`src/rtl/cut_controller_if.sv`:
```
// rtl/cut_controller_if.sv - cut sequencer command/status and cut-driver handshake bundle
// slave: the controller itself; master: the sequencing FSM plus cut driver side.
interface cut_controller_if #(
  parameter int CNT_W = 8
);
  logic             start_i;
  logic [CNT_W-1:0] num_cuts_i;
  logic             abort_i;
  logic             busy_o;
  logic             done_o;
  logic             err_o;
  logic [CNT_W-1:0] cuts_done_o;
  logic             cut_o;
  logic             cut_end_i;

  modport slave (
    input  start_i, num_cuts_i, abort_i, cut_end_i,
    output busy_o, done_o, err_o, cuts_done_o, cut_o
  );

  modport master (
    output start_i, num_cuts_i, abort_i, cut_end_i,
    input  busy_o, done_o, err_o, cuts_done_o, cut_o
  );
endinterface

```
`src/rtl/cut_controller.sv`:
```
// rtl/cut_controller.sv - issues a commanded number of cuts with idle gaps and a response timeout
// One counter serves both the ISSUE timeout and the GAP length; it is cleared on every state entry.
module cut_controller #(
  parameter int CNT_W          = 8,
  parameter int GAP_CYCLES     = 100,
  parameter int TIMEOUT_CYCLES = 1000000,
  parameter int TO_W           = 20
) (
  input  logic             clk,
  input  logic             rst_n,
  cut_controller_if.slave  bus
);

  typedef enum logic [1:0] {IDLE, ISSUE, GAP, ERROR} state_e;

  localparam logic [TO_W-1:0] GAP_LAST = TO_W'(GAP_CYCLES - 1);
  localparam logic [TO_W-1:0] TO_LAST  = TO_W'(TIMEOUT_CYCLES - 1);

  state_e           state_q;
  logic [CNT_W-1:0] target_q;
  logic [CNT_W-1:0] cuts_done_q;
  logic [TO_W-1:0]  cnt_q;
  logic             cut_q;
  logic             busy_q;
  logic             done_q;
  logic             err_q;

  logic [CNT_W-1:0] cuts_inc_d;
  logic [TO_W-1:0]  cnt_inc_d;

  assign cuts_inc_d = cuts_done_q + CNT_W'(1);
  assign cnt_inc_d  = cnt_q + TO_W'(1);

  always_ff @(posedge clk or negedge rst_n) begin
    if (!rst_n) begin
      state_q     <= IDLE;
      target_q    <= '0;
      cuts_done_q <= '0;
      cnt_q       <= '0;
      cut_q       <= 1'b0;
      busy_q      <= 1'b0;
      done_q      <= 1'b0;
      err_q       <= 1'b0;
    end else begin
      done_q <= 1'b0;
      case (state_q)
        IDLE: begin
          if (bus.start_i) begin
            target_q    <= bus.num_cuts_i;
            cuts_done_q <= '0;
            err_q       <= 1'b0;
            cnt_q       <= '0;
            if (bus.num_cuts_i == '0) begin
              done_q <= 1'b1;
            end else begin
              state_q <= ISSUE;
              cut_q   <= 1'b1;
              busy_q  <= 1'b1;
            end
          end
        end
        ISSUE: begin
          cnt_q <= cnt_inc_d;
          // A completion always counts, even when it lands on an abort or timeout edge.
          if (bus.cut_end_i) begin
            cuts_done_q <= cuts_inc_d;
            cut_q       <= 1'b0;
            cnt_q       <= '0;
            if (bus.abort_i || (cuts_inc_d == target_q)) begin
              state_q <= IDLE;
              busy_q  <= 1'b0;
              done_q  <= !bus.abort_i;
            end else begin
              state_q <= GAP;
            end
          end else if (bus.abort_i) begin
            state_q <= IDLE;
            cut_q   <= 1'b0;
            busy_q  <= 1'b0;
          end else if (cnt_q == TO_LAST) begin
            state_q <= ERROR;
            cut_q   <= 1'b0;
            err_q   <= 1'b1;
          end
        end
        GAP: begin
          cnt_q <= cnt_inc_d;
          if (bus.abort_i) begin
            state_q <= IDLE;
            busy_q  <= 1'b0;
          end else if (cnt_q == GAP_LAST) begin
            state_q <= ISSUE;
            cut_q   <= 1'b1;
            cnt_q   <= '0;
          end
        end
        ERROR: begin
          state_q <= IDLE;
          busy_q  <= 1'b0;
        end
        default: begin
          state_q <= IDLE;
          cut_q   <= 1'b0;
          busy_q  <= 1'b0;
        end
      endcase
    end
  end

  assign bus.busy_o      = busy_q;
  assign bus.done_o      = done_q;
  assign bus.err_o       = err_q;
  assign bus.cuts_done_o = cuts_done_q;
  assign bus.cut_o       = cut_q;

endmodule

```
`src/flat_wrapper.sv`:
```
// flat-port wrapper written by rule: the top's interface ports become plain ports
module cut_controller_flat 
#(
  parameter int CNT_W          = 8,
  parameter int GAP_CYCLES     = 100,
  parameter int TIMEOUT_CYCLES = 1000000,
  parameter int TO_W           = 20
)
  (clk, rst_n, bus_start_i, bus_num_cuts_i, bus_abort_i, bus_cut_end_i, bus_busy_o, bus_done_o, bus_err_o, bus_cuts_done_o, bus_cut_o);
  cut_controller_if #(.CNT_W(CNT_W)) bus_i ();
  input  logic clk;
  input  logic rst_n;
  input wire logic [$bits(bus_i.start_i)-1:0] bus_start_i;
  input wire logic [$bits(bus_i.num_cuts_i)-1:0] bus_num_cuts_i;
  input wire logic [$bits(bus_i.abort_i)-1:0] bus_abort_i;
  input wire logic [$bits(bus_i.cut_end_i)-1:0] bus_cut_end_i;
  output wire logic [$bits(bus_i.busy_o)-1:0] bus_busy_o;
  output wire logic [$bits(bus_i.done_o)-1:0] bus_done_o;
  output wire logic [$bits(bus_i.err_o)-1:0] bus_err_o;
  output wire logic [$bits(bus_i.cuts_done_o)-1:0] bus_cuts_done_o;
  output wire logic [$bits(bus_i.cut_o)-1:0] bus_cut_o;
  assign bus_i.start_i = bus_start_i;
  assign bus_i.num_cuts_i = bus_num_cuts_i;
  assign bus_i.abort_i = bus_abort_i;
  assign bus_i.cut_end_i = bus_cut_end_i;
  assign bus_busy_o = bus_i.busy_o;
  assign bus_done_o = bus_i.done_o;
  assign bus_err_o = bus_i.err_o;
  assign bus_cuts_done_o = bus_i.cuts_done_o;
  assign bus_cut_o = bus_i.cut_o;
  cut_controller #(.CNT_W(CNT_W), .GAP_CYCLES(GAP_CYCLES), .TIMEOUT_CYCLES(TIMEOUT_CYCLES), .TO_W(TO_W)) u_core (.clk(clk), .rst_n(rst_n), .bus(bus_i));
endmodule
```
`config.mk`:
```
export PLATFORM = sky130hd
export DESIGN_NAME = cut_controller_flat
export DESIGN_NICKNAME = d
export VERILOG_FILES = /design/src/rtl/cut_controller_if.sv /design/src/rtl/cut_controller.sv /design/src/flat_wrapper.sv
export SDC_FILE = /design/constraint.sdc
export NUM_CORES = 1
export LEC_CHECK = 0
export ABC_AREA = 1
export ABC_CLOCK_PERIOD_IN_PS = 4150
export BUFFER_PORTS_ARGS = -buffer_cell sky130_fd_sc_hd__buf_2
export CAP_MARGIN = 25
export CORE_MARGIN = 2
export CORE_UTILIZATION = 38
export CTS_CLUSTER_SIZE = 28
export DETAILED_ROUTE_END_ITERATION = 8
export PLACE_DENSITY = 0.67
export SLEW_MARGIN = 30
export SYNTH_ARGS = -nofsm -noshare
export SYNTH_HDL_FRONTEND = slang
export SYNTH_SLANG_ARGS = --single-unit
```
`constraint.sdc`:
```
create_clock -name clk -period 4.15 [get_ports clk]
set_clock_uncertainty 0.05 [all_clocks]
set_input_delay 0 -clock clk [delete_from_list [all_inputs] [get_ports clk]]
set_output_delay 0 -clock clk [all_outputs]
set_load 0.01 [all_outputs]
```
# Word level (Yosys, flattened, before mapping)
# Cells that the tools add are included.
dict set report word_totals {
  ff_bits 42
  in_bits 13
  out_inout_bits 12
  elab_cells 79
}
dict set report classes {
  add_sub_neg 2
  eq_ne 17
  muxes 39
  reduce_logical 13
}
# op n
set op_table {}
lappend op_table {{2-to-1 mux 20 bit} 4}
lappend op_table {{case mux 20 bit (3 select lines)} 1}
lappend op_table {{adder 20 x 1 -> 20 bit (second input constant)} 1}
lappend op_table {{equality test 20 bit (second input constant)} 1}
lappend op_table {{equality test 20 x 7 -> 1 bit (second input constant)} 1}
lappend op_table {{2-to-1 mux 1 bit} 18}
lappend op_table {{2-to-1 mux 2 bit} 8}
lappend op_table {{2-to-1 mux 8 bit} 2}
lappend op_table {{case mux 8 bit (2 select lines)} 1}
lappend op_table {{inequality test 2 bit (second input constant)} 6}
lappend op_table {{adder 8 x 1 -> 8 bit (second input constant)} 1}
lappend op_table {{equality test 8 bit} 1}
lappend op_table {{logical NOT 8 bit} 1}
lappend op_table {{case mux 2 bit (4 select lines)} 1}
lappend op_table {{inequality test 3 x 2 -> 1 bit (second input constant)} 2}
lappend op_table {{AND reduction 3 bit} 2}
lappend op_table {{AND reduction 6 bit} 1}
lappend op_table {{AND reduction 5 bit} 1}
lappend op_table {{equality test 2 bit (second input constant)} 2}
lappend op_table {{inequality test 2 x 1 -> 1 bit (second input constant)} 2}
lappend op_table {{inequality test 4 x 3 -> 1 bit (second input constant)} 1}
lappend op_table {{case mux 1 bit (2 select lines)} 2}
lappend op_table {{case mux 1 bit (4 select lines)} 1}
lappend op_table {{AND reduction 2 bit} 2}
lappend op_table {{other kinds (8)} 8}

# Depth between registers and ports, before layout
dict set report depth {
  ltp_word 6
  depth_mapped 14
  ltp_nobuf 14
}

# Worst setup path after synthesis
# No wires, ideal clock.
dict set report synth_timing {
  path_kind {reg-to-reg}
  start {register u_core.cuts_done_q[0], in the netlist u_core.bus.cuts_done_o[0]}
  end {register u_core.busy_q, in the netlist u_core.bus.busy_o}
  setup_ns 0.117
  t_arrival_ns 1.502
  required_ns 3.983
  setup_slack_ns 2.481
  stages_incl_launch_ff 12
  path_buffers 0
  synth_period_minus_slack_ns 1.669
  path_cell_list {dfrtp_1 ha_1 xnor2_1 nand2_1 nor2_1 nand2_1 nor2_1 nand3_2 nand3_2 nand2_1 nand2_1 nand2_1}
}
dict set report synth_between {
  elab_chain_cells 5
}
# item line_no
set synth_lines {}
lappend synth_lines {{start: declaration} cut_controller.sv:21} ;# logic [CNT_W-1:0] cuts_done_q;
lappend synth_lines {{start signal: assignment} cut_controller.sv:66} ;# cuts_done_q <= cuts_inc_d;
lappend synth_lines {{adder 8 x 1 -> 8 bit} cut_controller.sv:31} ;# assign cuts_inc_d = cuts_done_q + CNT_W'(1);
lappend synth_lines {{equality test 8 bit} cut_controller.sv:69} ;# if (bus.abort_i || (cuts_inc_d == target_q)) begin
lappend synth_lines {{logical OR 1 bit} cut_controller.sv:69}
lappend synth_lines {{inequality test 3 x 2 -> 1 bit (no line)} --}
lappend synth_lines {{AND reduction 3 bit (no line)} --}
lappend synth_lines {{end signal: assignment} cut_controller.sv:71} ;# busy_q <= 1'b0;
lappend synth_lines {{end signal: assignment} cut_controller.sv:79} ;# busy_q <= 1'b0;
lappend synth_lines {{end signal: assignment} cut_controller.sv:90} ;# busy_q <= 1'b0;
lappend synth_lines {{end: declaration} cut_controller.sv:24} ;# logic busy_q;
# Every way passes these cells.
# A chain may end at the register's enable or synchronous reset.

# Final worst setup path
dict set report layout_timing {
  start {register u_core.state_q[0]}
  end {register u_core.done_q, in the netlist u_core.bus.done_o}
}
dict set report layout_between {
  elab_chain_cells 2
  word_cells_on_any_way 3
  classes_between {eq/ne: 1; mux: 1; reduce/logical: 1}
}
# item line_no
set layout_lines {}
lappend layout_lines {{start: declaration} cut_controller.sv:19} ;# state_e state_q;
lappend layout_lines {{start signal: assignment} cut_controller.sv:36} ;# state_q <= IDLE;
lappend layout_lines {{start signal: assignment} cut_controller.sv:56} ;# state_q <= ISSUE;
lappend layout_lines {{start signal: assignment} cut_controller.sv:70} ;# state_q <= IDLE;
lappend layout_lines {{equality test 2 x 1 -> 1 bit or logical NOT 2 bit (tied branches)} cut_controller.sv:46} ;# case (state_q)
lappend layout_lines {{case mux 1 bit (2 select lines) (*)} cut_controller.sv:46}
lappend layout_lines {{end signal: assignment} cut_controller.sv:72} ;# done_q <= !bus.abort_i;
lappend layout_lines {{end: declaration} cut_controller.sv:25} ;# logic done_q;
# Mark *: on every way between the ends. The rest lies on a longest branch, timed or not.

==> reports/results.ini <==
[layout]
drive_gt1_share_pct=15.9
fin_cells=528
antenna_cells=0
area_delta_synth_final_pct=16.1
fin_nets=448
fillers=752
fin_area_sq_mm=0.00328
final_util_pct=45.4

[drt]
final_antenna_net_count=0
vias_per_cell=5.02
vias=2653
dr.pass1.iters=4
drc_errors=0
wire_per_inst_um=12.9
drt_wl_total_mm=6.80
drt_iter0_drc=119

[timing]
fin_ws_ns=2.04
min_period_ns=2.11
relSlewSlack_pct=63.8
rsz0062_at_grt=no
final_max_slew_viol_count=0
fmax_mhz=475
hold_viol=1
tightest_slew_ns=0.543
setup_tns_ns=0
whs_ns=-0.00242
finalSetupViolations=0
min_period_over_period_pct=50.7

[pwr]
clkPwrFrac_pct=25.4
comb_power_share_pct=38.2
leakage_nw=1.48
power.switching_mw=0.612
power.density_mw_per_mm2=466
pwr-share-seq_pct=36.4
power_mw=1.53
intPower_mw=0.916
swShare_pct=40.0
ir_worst_vdd_mv=0.234

[synth]
synth.avg_cell_area_sq_um=7.20
syn-num-nets=412
syn_area_sq_mm=0.00282
yosysSeqAreaShare_pct=37.2
synth_seq_cells=42
synth_cell_types=33
yosys_warnings=0
netlist_instances=392

[placed_design]
gp_congestion=0.886
place_ws_ns=2.14
io_buffer_count=24
hpwl_mm=5.16
placedInstanceArea_sq_mm=0.00304
dp_cells=510

[clock_tree]
clock_latency_ns=0.30
cts.clk_slew.worst_paths_ns=0.09
cts.sinks=42
tritoncts=yes
max-clock-path-buffers=2
cts-root-buf=clkbuf_8
post_cts_resized=0
cts_made_buffers=5
htree_levels=2

[setup_path]
end_kind=flop
arrival_ns=2.29
crit_path_start_kind=flop
crit_fanout=4
critical_path_class=flop to flop
required_ns=4.33

[grt]
gr-usage-all-layers_pct=17.2
antenna_found_initial=0
grt_max_degree=43
grt_pass1_vias=2572
grt_pass1_wl_mm=11.5
grt-ovfl-total=0

[run]
cap_violations=0

[floorplan]
core_sq_mm=0.00721
dieHeight_um=90.2
die-area_sq_mm=0.00814
rows=31
start_util_pct=39.1
die_x_um=90.2
io_pins=25

[min_path]
hold_class=input port to flop

[status]
status=finished, violations left
violations=hold timing

[final cells by class]
class                   instances  area [sq um]  share of cell area [%]
clock inverters                 3          68.8                    2.10
flip-flops and latches         42          1050                    32.1
well taps                      99           124                    3.78
clock buffers                   5          68.8                    2.10
inverters                      55           208                    6.34
repair buffers                 34           223                    6.79
multi-input cells             290          1540                    46.8
[state kept, by name, summed over array words and instances (netlist names)]
register and cells:
u_core.cnt_q 20, u_core.bus.cuts_done_o 8, u_core.target_q 8, u_core.state_q 2, u_core.bus.busy_o 1, u_core.bus.cut_o 1
u_core.bus.done_o 1, u_core.bus.err_o 1
[cell families (layout without fill, tap and decap cells)]
kind of cell | Yosys count | count (layout) | synth area share [%]
AND/OR/NAND/NOR | 233 | 233 | 40.1
adder cells (fa/ha/maj) | 7 | 7 | 3.10
AO/OA/AOI/OAI | 38 | 38 | 7.44
flip-flops | 42 | 42 | 37.2
XOR/XNOR | 12 | 12 | 3.72
buffers and inverters | 60 | 97 | 8.42
[routing by layer]
layer	up-vias	wire [um]	track usage, %
met1	1228	3040	20.6
li1	1333	-	-
met5	-	0	0
met3	14	328	2.93
met4	0	190	6.67
met2	78	3240	30.6
[power by group through the flow]
stage / combinational, mW / clock, mW / sequential (mW)
CTS: 0.582 / 0.399 / 0.555
global placement: 0.562 / 0 / 0.561
floorplan: 0.445 / 0 / 0.555
global route: 0.654 / 0.418 / 0.565
finish: 0.584 / 0.389 / 0.556
detailed placement: 0.572 / 0 / 0.563
[critical path, stage by stage (launching register included)]
cell and delay, ns:
dfrtp_1 0.41, inv_1 0.14, ha_1 0.24, inv_2 0.07
nor4_1 0.42, nand2_1 0.08, dlygate4sd3_1 0.56, o21ai_1 0.07
[final timing paths]
| path | from | end | slack [ns] | depth (start not counted) |
|---|---|---|---|---|
| min in group asynchronous | rst_n | u_core.bus.cuts_done_o[3] | 0.17 | 2 |
| max reg2reg | u_core.state_q[0] | u_core.bus.done_o | 2.04 | 7 |
| min reg2reg | u_core.target_q[2] | u_core.target_q[2] | 0.46 | 2 |
| max in group asynchronous | rst_n | u_core.cnt_q[0] | 3.50 | 2 |
| max | u_core.state_q[0] | u_core.bus.done_o | 2.04 | 7 |
| min | bus_num_cuts_i[5] | u_core.target_q[5] | -0.002 | 3 |
[cell usage after synthesis (all sizes together)]
| cell type | n | area (sq um) |
|---|---|---|
| a22oi | 1 | 7.51 |
| xor2 | 10 | 87.6 |
| o21ai | 29 | 149 |
| nand4 | 13 | 81.3 |
| nor3 | 9 | 55.1 |
| ha | 7 | 87.6 |
| o22a | 1 | 8.76 |
| buf | 4 | 26.3 |
| xnor2 | 2 | 17.5 |
| nand2 | 98 | 390 |
| a21oi | 2 | 10.0 |
| inv | 54 | 203 |
| and2 | 1 | 8.76 |
| dfrtp | 42 | 1050 |
| nand3b | 2 | 18.8 |
| nor4 | 2 | 12.5 |
| nand3 | 47 | 265 |
| clkbuf | 1 | 3.75 |
| o21bai | 3 | 22.5 |
| nor2 | 61 | 300 |
| o22ai | 2 | 12.5 |
| clkinv | 1 | 5.00 |
[cells in the final DEF, fill, tap and decap left out, drive strengths merged, types with 2 or more instances in the layout]
master	n
clkinv	2
buf	24
nand3b	2
nand3	47
ha	7
clkbuf	5
nor3	9
o22ai	2
nor2	61
nand2	98
nand4	13
dfrtp	42
bufinv	2
xor2	10
nor4	2
inv	54
a21oi	2
o21ai	29
o21bai	3
dlygate4sd3	10
xnor2	2
[repair_timing]
item	4_1_cts	5_1_grt
endpoints found under the setup margin	0	0
hold endpoints to repair	50	0
hold buffers	10	0
setup buffers	0	0
(Power assumes the default switching activity.)
